===== config.mk =====
export PLATFORM = sky130hd
export DESIGN_NAME = pc_sequencer
export DESIGN_NICKNAME = d
export VERILOG_FILES = /design/src/rtl/pc_seq_pkg.sv /design/src/rtl/branch_trace_fifo.sv /design/src/rtl/pc_sequencer.sv
export SDC_FILE = /design/constraint.sdc
export NUM_CORES = 1
export LEC_CHECK = 0
export CORE_MARGIN = 2
export CORE_UTILIZATION = 35
export CTS_CLUSTER_DIAMETER = 60
export DETAILED_ROUTE_END_ITERATION = 8
export GPL_ROUTABILITY_DRIVEN = 0
export PLACE_DENSITY = 0.8
export SYNTH_ARGS = -nofsm -noshare
export SYNTH_HDL_FRONTEND = slang
export SYNTH_SLANG_ARGS = --single-unit

===== constraint.sdc =====
create_clock -name CLK -period 2.9 [get_ports CLK]
set_clock_uncertainty 0.2 [all_clocks]
set_input_delay 0.87 -clock CLK [delete_from_list [all_inputs] [get_ports CLK]]
set_output_delay 0.87 -clock CLK [all_outputs]
set_load 0.02 [all_outputs]

===== src/rtl/pc_seq_pkg.sv =====
// Shared types and constants for the PC/fetch sequencer and its branch-trace buffer.
package pc_seq_pkg;

    typedef enum logic [1:0] {
        BOOT  = 2'd0,
        FETCH = 2'd1,
        EXEC  = 2'd2
    } seqState_t;

    typedef struct packed {
        logic [31:0] src;
        logic [31:0] tgt;
    } trcEntry_t;

    localparam logic [31:0] DEFAULT_RESET_VECTOR = 32'h0000_0000;
    localparam logic [31:0] PC_STEP              = 32'd4;

    // Redirect targets are always word aligned.
    function automatic logic [31:0] alignWord(input logic [31:0] addr);
        return {addr[31:2], 2'b00};
    endfunction

endpackage


===== src/rtl/branch_trace_fifo.sv =====
// Circular buffer of taken-branch records; a push while full overwrites the oldest entry.
// Read side always presents the oldest entry (zero when empty).
module branch_trace_fifo
    import pc_seq_pkg::*;
#(
    parameter int DEPTH = 8
) (
    input  logic      CLK,
    input  logic      RESETn,
    input  logic      push,
    input  trcEntry_t pushData,
    input  logic      pop,
    output trcEntry_t rdData,
    output logic      empty
);

    localparam int AW = (DEPTH > 1) ? $clog2(DEPTH) : 1;

    trcEntry_t       memReg [DEPTH];
    logic [AW-1:0]   wrPtrReg, wrPtrNext;
    logic [AW-1:0]   rdPtrReg, rdPtrNext;
    logic [AW:0]     countReg, countNext;
    logic            full;
    logic            popEff;

    assign full   = (countReg == (AW+1)'(DEPTH));
    assign empty  = (countReg == '0);
    assign popEff = pop && !empty;
    assign rdData = empty ? '0 : memReg[rdPtrReg];

    always_comb begin
        wrPtrNext = wrPtrReg;
        rdPtrNext = rdPtrReg;
        countNext = countReg;
        if (push) begin
            wrPtrNext = wrPtrReg + 1'b1;
        end
        // When full, a lone push drops the oldest entry, so the read pointer moves too.
        if (popEff || (push && full)) begin
            rdPtrNext = rdPtrReg + 1'b1;
        end
        if (push && !popEff && !full) begin
            countNext = countReg + 1'b1;
        end else if (popEff && !push) begin
            countNext = countReg - 1'b1;
        end
    end

    always_ff @(posedge CLK) begin
        if (!RESETn) begin
            wrPtrReg <= '0;
            rdPtrReg <= '0;
            countReg <= '0;
        end else begin
            wrPtrReg <= wrPtrNext;
            rdPtrReg <= rdPtrNext;
            countReg <= countNext;
        end
    end

    always_ff @(posedge CLK) begin
        if (push) begin
            memReg[wrPtrReg] <= pushData;
        end
    end

endmodule


===== src/rtl/pc_sequencer.sv =====
// Program counter and instruction fetch stage: BOOT -> FETCH <-> EXEC with stall, redirect
// and fetch timeout. Optional branch trace buffer enabled by defining BRANCH_TRACE_EN.
module pc_sequencer
    import pc_seq_pkg::*;
#(
    parameter logic [31:0] RESET_VECTOR = DEFAULT_RESET_VECTOR,
    parameter int          TIMEOUT      = 16,
    parameter int          TRACE_DEPTH  = 8
) (
    input  logic        CLK,
    input  logic        RESETn,
    input  logic        PCSrc,
    input  logic [31:0] Result,
    input  logic        Stall,
    output logic        IMemReq,
    output logic [31:0] IMemAddr,
    input  logic        IMemAck,
    input  logic [31:0] IMemRData,
    output logic [31:0] Instr,
    output logic        InstrValid,
    output logic [31:0] PC,
    output logic [31:0] PCPlus8,
    output logic        FetchErr,
    input  logic        TrcRdEn,
    output logic [63:0] TrcData,
    output logic        TrcEmpty
);

    localparam int            CW          = $clog2(TIMEOUT + 1);
    localparam logic [CW-1:0] TIMEOUT_CNT = CW'(TIMEOUT);

    seqState_t     stateReg, stateNext;
    logic [31:0]   pcReg, pcNext;
    logic [31:0]   instrReg, instrNext;
    logic          reqReg, reqNext;
    logic          validReg, validNext;
    logic          errReg, errNext;
    logic [CW-1:0] waitReg, waitNext;
    logic          takeRedirect;
    logic [31:0]   redirectTgt;

    assign redirectTgt = alignWord(Result);

    always_comb begin
        stateNext    = stateReg;
        pcNext       = pcReg;
        instrNext    = instrReg;
        errNext      = errReg;
        waitNext     = waitReg;
        takeRedirect = 1'b0;
        case (stateReg)
            BOOT: begin
                stateNext = FETCH;
                waitNext  = '0;
            end
            FETCH: begin
                if (IMemAck) begin
                    instrNext = IMemRData;
                    stateNext = EXEC;
                end else if (waitReg != TIMEOUT_CNT) begin
                    // Counter saturates at the limit; an ack this cycle pre-empts the error.
                    waitNext = waitReg + 1'b1;
                    if ((waitReg + 1'b1) == TIMEOUT_CNT) begin
                        errNext = 1'b1;
                    end
                end
            end
            EXEC: begin
                if (!Stall) begin
                    takeRedirect = PCSrc;
                    pcNext       = PCSrc ? redirectTgt : pcReg + PC_STEP;
                    stateNext    = FETCH;
                    waitNext     = '0;
                end
            end
            default: begin
                stateNext = BOOT;
            end
        endcase
        reqNext   = (stateNext == FETCH);
        validNext = (stateNext == EXEC);
    end

    always_ff @(posedge CLK) begin
        if (!RESETn) begin
            stateReg <= BOOT;
            pcReg    <= RESET_VECTOR;
            instrReg <= '0;
            reqReg   <= 1'b0;
            validReg <= 1'b0;
            errReg   <= 1'b0;
            waitReg  <= '0;
        end else begin
            stateReg <= stateNext;
            pcReg    <= pcNext;
            instrReg <= instrNext;
            reqReg   <= reqNext;
            validReg <= validNext;
            errReg   <= errNext;
            waitReg  <= waitNext;
        end
    end

    assign IMemReq    = reqReg;
    assign IMemAddr   = pcReg;
    assign Instr      = instrReg;
    assign InstrValid = validReg;
    assign PC         = pcReg;
    assign PCPlus8    = pcReg + 32'd8;
    assign FetchErr   = errReg;

`ifdef BRANCH_TRACE_EN
    trcEntry_t trcPushData;
    trcEntry_t trcRdData;

    assign trcPushData.src = pcReg;
    assign trcPushData.tgt = redirectTgt;

    branch_trace_fifo #(
        .DEPTH (TRACE_DEPTH)
    ) traceFifo (
        .CLK      (CLK),
        .RESETn   (RESETn),
        .push     (takeRedirect),
        .pushData (trcPushData),
        .pop      (TrcRdEn),
        .rdData   (trcRdData),
        .empty    (TrcEmpty)
    );

    assign TrcData = trcRdData;
`else
    logic unusedTrc;
    assign unusedTrc = ^{TrcRdEn, takeRedirect};
    assign TrcData   = '0;
    assign TrcEmpty  = 1'b1;
`endif

endmodule

; ---- After elaboration in Yosys (flattened, before gate mapping)
; Cells that the tools add are included.
[totals]
out_inout_bits = 196
input_bits = 70
elab_cells = 35
memories = 0
ff_bits = 74
latch_bits = 0
ramBits = 0
romBits = 0
[classes]
add_sub_neg = 3
magnitude_cmp = 0
n_eq_ne = 9
reduce_logical = 6
bitwise_logic = 2
mux = 8
mul = 0
shift = 0
n_div = 0
[op_table]
columns = cell, count
row1 = "adder 32 x 3 -> 32 bit, second input constant", 1
row2 = "adder 32 x 4 -> 32 bit, second input constant", 1
row3 = 2-to-1 mux 32 bit, 1
row4 = 2-to-1 mux 5 bit, 3
row5 = case mux 5 bit (3 select lines), 1
row6 = AND reduction 4 bit, 2
row7 = "inequality test 2 bit, second input constant", 3
row8 = case mux 2 bit (3 select lines), 1
row9 = "adder 5 x 1 -> 5 bit, second input constant", 1
row10 = "equality test 5 bit, second input constant", 1
row11 = "inequality test 5 bit, second input constant", 1
row12 = "equality test 2 x 1 -> 1 bit, second input constant", 2
row13 = "equality test 2 bit, second input constant", 2
row14 = 2-to-1 mux 2 bit, 2
row15 = AND reduction 2 bit, 2
row16 = nonzero test 3 bit, 1
row17 = zero test 2 bit, 1
row18 = inverter 1 bit, 2

; ---- Logic depth before layout (Yosys ltp)
; Gate-level depths: netlist of the first run.
[depth]
depth_word = 4
mapped_depth = 8

; ---- Worst setup path before layout of the first run
; Ideal clock, no wire load.
[synth_timing]
path_type = reg-to-output
startpoint = register pcReg[4] (netlist: IMemAddr[4])
endpoint = output port PCPlus8[31]
slack_ns = -0.582
n_path_buf = 1
stages_incl_launch_ff = 8
required_ns = 1.830
arrival_time_ns = 2.412
cell_sequence = dfxtp_1 ha_1 and4_1 clkbuf_1 nand3_1 or4_2 nor2_1 xor2_1
[synth_via]
elab_chain_cells = 1
[synth_lines]
columns = item, line
row1 = "start, declared", pc_sequencer.sv:33  ; logic [31:0] pcReg, pcNext;
row2 = "start signal, assigned", pc_sequencer.sv:95  ; pcReg <= pcNext;
row3 = adder 32 x 4 -> 32 bit, pc_sequencer.sv:109  ; assign PCPlus8 = pcReg + 32'd8;
row4 = "end, declared", pc_sequencer.sv:22  ; output logic [31:0] PCPlus8,
; No other way between the ends.

; ---- Worst setup path in the final report of the first run
[layout_timing]
startpoint = register pcReg[20] (netlist: IMemAddr[20])
endpoint = output port PCPlus8[29]
; The elaborated chain is that of the path after synthesis.

==> results.ini, run 1 <==
[sta]
finalCritPeriodShare_pct = 113
finalHoldViolCount = 0
max_slew_margin_pct = 57.3
setup_tns_ns = -1.83
final_max_slew_viol_count = 0
fmax_mhz = 305
hold-worst-slack_ns = 0.254
period_minus_slack_ns = 3.27
rsz0062_at_grt = yes
setup_viol = 12
fin_ws_ns = -0.373
worst_pin_slew_ns = 0.641

[routing]
first_pass_iters = 5
detail-route-antenna-nets = 0
vias = 5194
wl_met3_um = 1470
remaining_drc_errors = 0
drt_iter0_drc = 527
via_per_inst = 4.99
post_drt_wl_per_cell_um = 15.5
drt_wl_total_um = 16100
dr.max_layer_used = met5
wl_met2_um = 8110
wl_met1_um = 5990

[global_route]
grt_pass1_wl_um = 24100
grt_start_max_net_pins = 61
grt_use_total_pct = 21.1
overflow = 0
grt_pass1_vias = 4817
antenna_found_initial = 1

[power]
cellLeakagePower_nw = 3.14
ir_drop_uv = 310
cellPowerDensity_nw_per_um2 = 342
fin_total_pwr_mw = 2.58

[yosys]
async_flop_share_pct = 0
synth_compound_area_share_pct = 15.5
netlist_area_um2 = 4660
synthMuxAreaShare_pct = 0.644
synth_top_family_by_area = simple AND/OR/NAND/NOR gates
synth-seq-area-share_pct = 30.9
yosys_register_bits = 72
yosysWarnings = 0
avgSynthCellArea_um2 = 7.29
synthAdderAreaFrac_pct = 1.34
synth_edf_count = 0
synthXorXnorAreaFrac_pct = 5.64
synthSimpleGateAreaFrac_pct = 25.0
synthFlopType = dfxtp_1
synthCells = 639
synth.distinct_cells = 50

[flow_run]
maxCapViolations = 0

[placed_design]
dp_hpwl_um = 11300
place_inst = 1011
port_buffers = 191

[die]
dieArea_um2 = 14300
fp.dieH_um = 119
io_pins = 266
die_w_um = 119
core_region_area_um2 = 13100
initial_core_util_pct = 35.5
rows = 42

[cells_and_area]
drive_above_1_share_pct = 23.1
instances_no_fill = 1040
fin_nets = 934
fillers = 1156
syn_to_final_growth_pct = 61.9
diodes = 0

[setup_path]
cp_slowest_cell = or4_4
crit_chain = nand3_4 > or4_4 > or4_4 > nor2_4 > xor2_4 > buf_6
reg2reg_slack_ns = 0.45
crit_arrival_ns = 2.20
crit_type = reg -> out
start_kind = flip-flop
cpMostUsedCell = or4_4
cpPeakStageDelay_ns = 0.52
critPathMaxFanout = 2
endpoint_kind = output port
worstPathRequired_ns = 1.83

[clocking]
cts_root_buf = clkbuf_16
clkLatencyLatePin_ns = 0.34
htree_levels = 3
clockBufferDepth = 2
cts_buffers = 9
clkTransAtPathRegs_ns = 0.06
clock-sinks = 72
cts_hold_buf = 0
cts_tree = yes

[run_status]
outcome = complete, but fails checks
violations = setup timing

[hold_path]
min_path_type = reg -> reg

-- layer usage --
layer | up-vias | global-route usage, %
met4 | 2 | 8.09
met1 | 2395 | 24.4
met2 | 296 | 37.0
met3 | 49 | 5.84
li1 | 2452 | -
met5 | - | 0
-- sequential cells by signal, indices dropped and copies added (netlist names) --
| name | flops |
|---|---|
| stateReg | 2 |
| IMemAddr | 30 |
| waitReg | 5 |
| InstrValid | 1 |
| FetchErr | 1 |
| Instr | 32 |
| IMemReq | 1 |
-- kinds of logic (layout without fill, tap and decap cells) --
logic type	after synthesis	count (layout)
simple gates	251	251
flops	72	72
mux	3	3
compound gates	122	122
xor+xnor	30	30
other cells	2	71
buf+inv	154	310
fa+ha+maj	5	5
-- Yosys cell counts, drive strengths merged, types with 2 or more instances --
cell type | number | area share, %
a211oi | 5 | 0.81
a22oi | 7 | 1.1
nor4 | 6 | 0.81
nand3 | 29 | 3.2
and4 | 4 | 0.75
a21o | 2 | 0.32
o31ai | 6 | 0.97
a311oi | 2 | 0.38
nand2 | 104 | 8.4
mux2i | 3 | 0.64
xnor2 | 9 | 1.7
nand3b | 3 | 0.48
dfxtp | 72 | 31
inv | 6 | 0.48
nand4 | 12 | 1.6
o21ai | 19 | 2.0
ha | 5 | 1.3
a21oi | 58 | 6.2
nor2 | 52 | 4.2
clkbuf | 34 | 2.7
a32oi | 2 | 0.38
buf | 111 | 17
conb | 2 | 0.16
nor3 | 22 | 2.4
o211ai | 3 | 0.48
and3 | 4 | 0.54
nor2b | 2 | 0.27
clkinv | 3 | 0.24
xor2 | 21 | 3.9
a31oi | 7 | 0.94
or4 | 7 | 1.3
o22ai | 5 | 0.67
-- repair_timing --
action,in CTS,in global routing
buffers inserted,8,12
setup endpoints to repair,25,20
resized for setup,143,41
pin swaps,13,20
-- power breakdown --
| part | total (mW) | switching, mW | internal (mW) |
|---|---|---|---|
| Sequential | 1.03 | 0.0202 | 1.01 |
| Clock | 1.06 | 0.469 | 0.587 |
| Combinational | 0.490 | 0.283 | 0.207 |
-- cell usage in the layout (no fill, tap or decap), drive strengths merged, types with 3 or more instances in the layout --
master         instances
o31ai                  6
a21oi                 58
buf                  113
nor2                  52
nor3                  22
and4                   4
a31oi                  7
xnor2                  9
a22oi                  7
xor2                  21
mux2i                  3
nor4                   6
clkdlybuf4s50        164
and3                   4
inv                   10
a211oi                 5
o22ai                  5
clkinv                 6
conb                  71
nand3b                 3
clkbuf                11
ha                     5
dlygate4sd2            4
o21ai                 19
nand2                104
nand3                 29
nand4                 12
o211ai                 3
or4                    7
dfxtp                 72
-- worst paths after layout --
| path | from | depth (start not counted) | to |
|---|---|---|---|
| hold reg to reg | Instr[4]$_SDFFE_PN0P_ | 2 | Instr[4]$_SDFFE_PN0P_ |
| hold / removal | Instr[4]$_SDFFE_PN0P_ | 2 | Instr[4]$_SDFFE_PN0P_ |
| setup reg to reg | IMemAddr[20]$_SDFFE_PN0P_ | 6 | IMemAddr[29]$_SDFFE_PN0P_ |
| setup / recovery | IMemAddr[20]$_SDFFE_PN0P_ | 6 | PCPlus8[29] |
-- critical path, delay by kind of cell, from the launching register on --
| family | cells | cell delay, ns |
|---|---|---|
| DFF | 1 | 0.36 |
| and+or+nand+nor | 4 | 1.21 |
| xor gates and xnor gates | 1 | 0.16 |
| buffers and inverters | 1 | 0.13 |
-- cell type report --
| type | instances | area (um2) | area share (%) |
|---|---|---|---|
| clock inverter | 7 | 51.3 | 0.680 |
| clock buffer | 9 | 225 | 2.99 |
| multi-input combinational | 482 | 2870 | 38.1 |
| timing repair buffer | 285 | 2650 | 35.2 |
| tap | 176 | 220 | 2.92 |
| sequential | 72 | 1490 | 19.7 |
| inverter | 9 | 35.0 | 0.464 |
-- stage by stage --
step                      util (%)  setup slack, ns  cell area (um2)
after floorplan                  -          -0.0459             5110
after global placement        52.6           -0.455             6910
after detailed placement      52.6           -0.487             6910
after CTS                     56.1           -0.413             7360
after global routing          57.4           -0.415             7540
final                         57.4           -0.373             7540
(Power assumes the default switching activity.)
==> run 2, diff against run 1 <==
--- a/config.mk
+++ b/config.mk
@@ -5,11 +5,14 @@
 export SDC_FILE = /design/constraint.sdc
 export NUM_CORES = 1
 export LEC_CHECK = 0
+export CELL_PAD_IN_SITES_DETAIL_PLACEMENT = 1
+export CELL_PAD_IN_SITES_GLOBAL_PLACEMENT = 2
 export CORE_MARGIN = 2
-export CORE_UTILIZATION = 35
+export CORE_UTILIZATION = 18
 export CTS_CLUSTER_DIAMETER = 60
 export DETAILED_ROUTE_END_ITERATION = 8
 export GPL_ROUTABILITY_DRIVEN = 0
+export MAX_ROUTING_LAYER = met4
 export PLACE_DENSITY = 0.8
 export SYNTH_ARGS = -nofsm -noshare
 export SYNTH_HDL_FRONTEND = slang
==> run 2 against run 1 <==
Worst setup slack improved by 0.0025 ns. Count of clock-buffer cells in the layout increased by 1. The run still ends with setup timing left. Critical endpoint unchanged. Fmax barely moved. Routed wire length increased by 21%. Core utilization shrank 26 points. Combinational power rose by 2%. First-iteration DRC count decreased by 60%. Total power grew 7.5%.
==> results.ini, run 2 (synthesis gave the netlist of run 1 again) <==
[setup_path]
crit_type = reg -> out
crit_arrival_ns = 2.20  ; about the same
critPathMaxFanout = 2  ; unchanged
crit_chain = nand3_4 > or4_4 > or4_4 > nor2_4 > xor2_4 > buf_6
cpPeakStageDelay_ns = 0.53  ; about the same
endpoint_kind = output port
worstPathRequired_ns = 1.83  ; about the same
cpMostUsedCell = or4_4
start_kind = flip-flop
reg2reg_depth = 15  ; +9
cp_slowest_cell = or4_4

[sta]
final_max_slew_viol_count = 0  ; unchanged
hold-worst-slack_ns = 0.253  ; -0.000394 ns
finalCritPeriodShare_pct = 113  ; about the same
finalHoldViolCount = 0  ; unchanged
fin_ws_ns = -0.371  ; +0.00246 ns
rsz0062_at_grt = yes
period_minus_slack_ns = 3.27  ; -0.00246 ns
fmax_mhz = 306  ; about the same
worst_pin_slew_ns = 0.698  ; +0.0575 ns
setup_viol = 16  ; +4
max_slew_margin_pct = 53.5  ; -3.8 points

[power]
cellPowerDensity_nw_per_um2 = 352  ; +3.0%
ir_drop_uv = 226  ; -27%
p_switching_uw = 818  ; +5.9%
seqPwrFrac_pct = 37.3  ; -2.8 points
cellLeakagePower_nw = 3.13  ; -0.58%
switching_share_pct = 29.5  ; -0.44 points
p_int_mw = 1.96  ; +8.2%
p_clk_share_pct = 44.6  ; +3.7 points
combPwrFrac_pct = 18.1  ; -0.9 points

[cells_and_area]
fin_nets = 948  ; +1.5%
syn_to_final_growth_pct = 68.9
drive_above_1_share_pct = 24.5  ; +1.3 points
fillers = 3064  ; +170%
layout_common_cells = clkdlybuf4s50_1, buf_4, nand2_1, conb_1, a21oi_1
largest_reg_flops = 32  ; unchanged
layout_commonest_cell = clkdlybuf4s50_1

[clocking]
htree_levels = 3  ; unchanged
clkLatencyLatePin_ns = 0.35  ; about the same
clkTransAtPathRegs_ns = 0.06  ; about the same
cts_hold_buf = 0  ; unchanged
cts_root_buf = clkbuf_16
cts_buffers = 9  ; unchanged
clock-sinks = 72  ; unchanged
cts_tree = yes
clockBufferDepth = 2  ; unchanged

[global_route]
grt_pass1_wl_um = 29000  ; +21%
grt_use_total_pct = 14.4  ; -6.7 points
grt_start_max_net_pins = 61  ; unchanged
antenna_found_initial = 1  ; unchanged
grt_pass1_vias = 5156  ; +7.0%
overflow = 0  ; unchanged

[die]
dieArea_um2 = 27200  ; +91%
io_pins = 266  ; unchanged
initial_core_util_pct = 18.4  ; -17 points
core_region_area_um2 = 25300  ; +93%
die_w_um = 165  ; +38%
fp.dieH_um = 165  ; +38%
rows = 58  ; +38%

[run_status]
outcome = complete, but fails checks
violations = setup timing

[routing]
via_per_inst = 4.30  ; -14%
remaining_drc_errors = 0  ; unchanged
drt_wl_total_um = 19400  ; +21%
first_pass_iters = 4  ; -1
post_drt_wl_per_cell_um = 16.1  ; +3.8%
vias = 5201  ; +0.13%
drt_iter0_drc = 209  ; -60%
detail-route-antenna-nets = 0  ; unchanged

[placed_design]
dp_hpwl_um = 14700  ; +30%
port_buffers = 191  ; unchanged
place_ws_ns = -0.504  ; -0.0176 ns

[hold_path]
min_path_type = reg -> reg
holdPathStages = 2  ; unchanged

[flow_run]
maxCapViolations = 0  ; unchanged

-- run 2: cell count changes in the layout (fill, tap and decap cells not counted), sizes merged --
cell	previous run	this run
clkdlybuf4s50	164	163
buf	113	130
bufinv	0	1
clkinv	6	4
dlymetal6s2s	2	1
diode	0	1
clkbuf	11	12
dlygate4sd2	4	3
-- run 2: worst paths after layout --
check	from	end	slack, ns
hold reg to reg	Instr[16]$_SDFFE_PN0P_	Instr[16]$_SDFFE_PN0P_	0.25
hold / removal	Instr[16]$_SDFFE_PN0P_	Instr[16]$_SDFFE_PN0P_	0.25
setup reg to reg	IMemAddr[4]$_SDFFE_PN0P_	IMemAddr[11]$_SDFFE_PN0P_	0.38
setup / recovery	IMemAddr[20]$_SDFFE_PN0P_	PCPlus8[29]	-0.37
-- run 2: power groups by stage --
stage                     clock network (mW)  registers [mW]  logic [mW]
after CTS                               1.28            1.04       0.503
after global routing                    1.33            1.04       0.542
after global placement                     0            1.06       0.498
after floorplan                            0            1.09       0.298
after detailed placement                   0            1.06       0.501
final                                   1.24            1.03       0.502
-- run 2: area by class of cell --
class	instances	area, um2	share of cell area, %
multi-input combinational	482	2850	36.2
timing repair buffer	299	2770	35.1
tap	330	413	5.25
clock buffer	10	250	3.18
inverter	9	35.0	0.445
clock inverter	6	72.6	0.922
sequential	72	1490	18.9
antenna	1	2.50	0.0318
-- run 2: stage by stage --
step                utilization, %  std cells  TNS, ns  total power [mW]  instance area [um2]
CTS                           30.5       1202    -3.52              2.82                 7710
floorplan                        -        708   -0.110              1.39                 5110
global route                  31.1       1209    -3.97              2.91                 7870
global placement              28.4       1177    -5.54              1.55                 7200
detailed placement            28.4       1177    -6.27              1.56                 7200
finish                        31.1       1209    -2.44              2.77                 7870
-- run 2: metal layers --
layer  vias up  track usage [%]  routed length (um)
met4         0             4.31                 214
met3        17             4.09                1470
met1      2512             16.5                7990
met5         -                -                   0
met2       191             24.5                9760
li1       2481                -                   -
-- run 2: critical path: cells and delay by family (launching register included) --
kind	cells	cell delay (ns)
buf+inv	1	0.13
simple gates	4	1.21
flops	1	0.36
xor+xnor	1	0.16
-- run 2: repair_timing --
item | in CTS | in global routing
buffers inserted | 9 | 8
cloned | 0 | 0
pin swaps | 17 | 19
resized for setup | 139 | 36
endpoints found under the setup margin | 26 | 23
==> run 3, diff against run 2 <==
--- a/config.mk
+++ b/config.mk
@@ -9,7 +9,7 @@
 export CELL_PAD_IN_SITES_GLOBAL_PLACEMENT = 2
 export CORE_MARGIN = 2
 export CORE_UTILIZATION = 18
-export CTS_CLUSTER_DIAMETER = 60
+export CTS_CLUSTER_DIAMETER = 120
 export DETAILED_ROUTE_END_ITERATION = 8
 export GPL_ROUTABILITY_DRIVEN = 0
 export MAX_ROUTING_LAYER = met4
==> results of run 3 <==
Same layout as run 2: the final DEF is identical, and so are final timing and power.
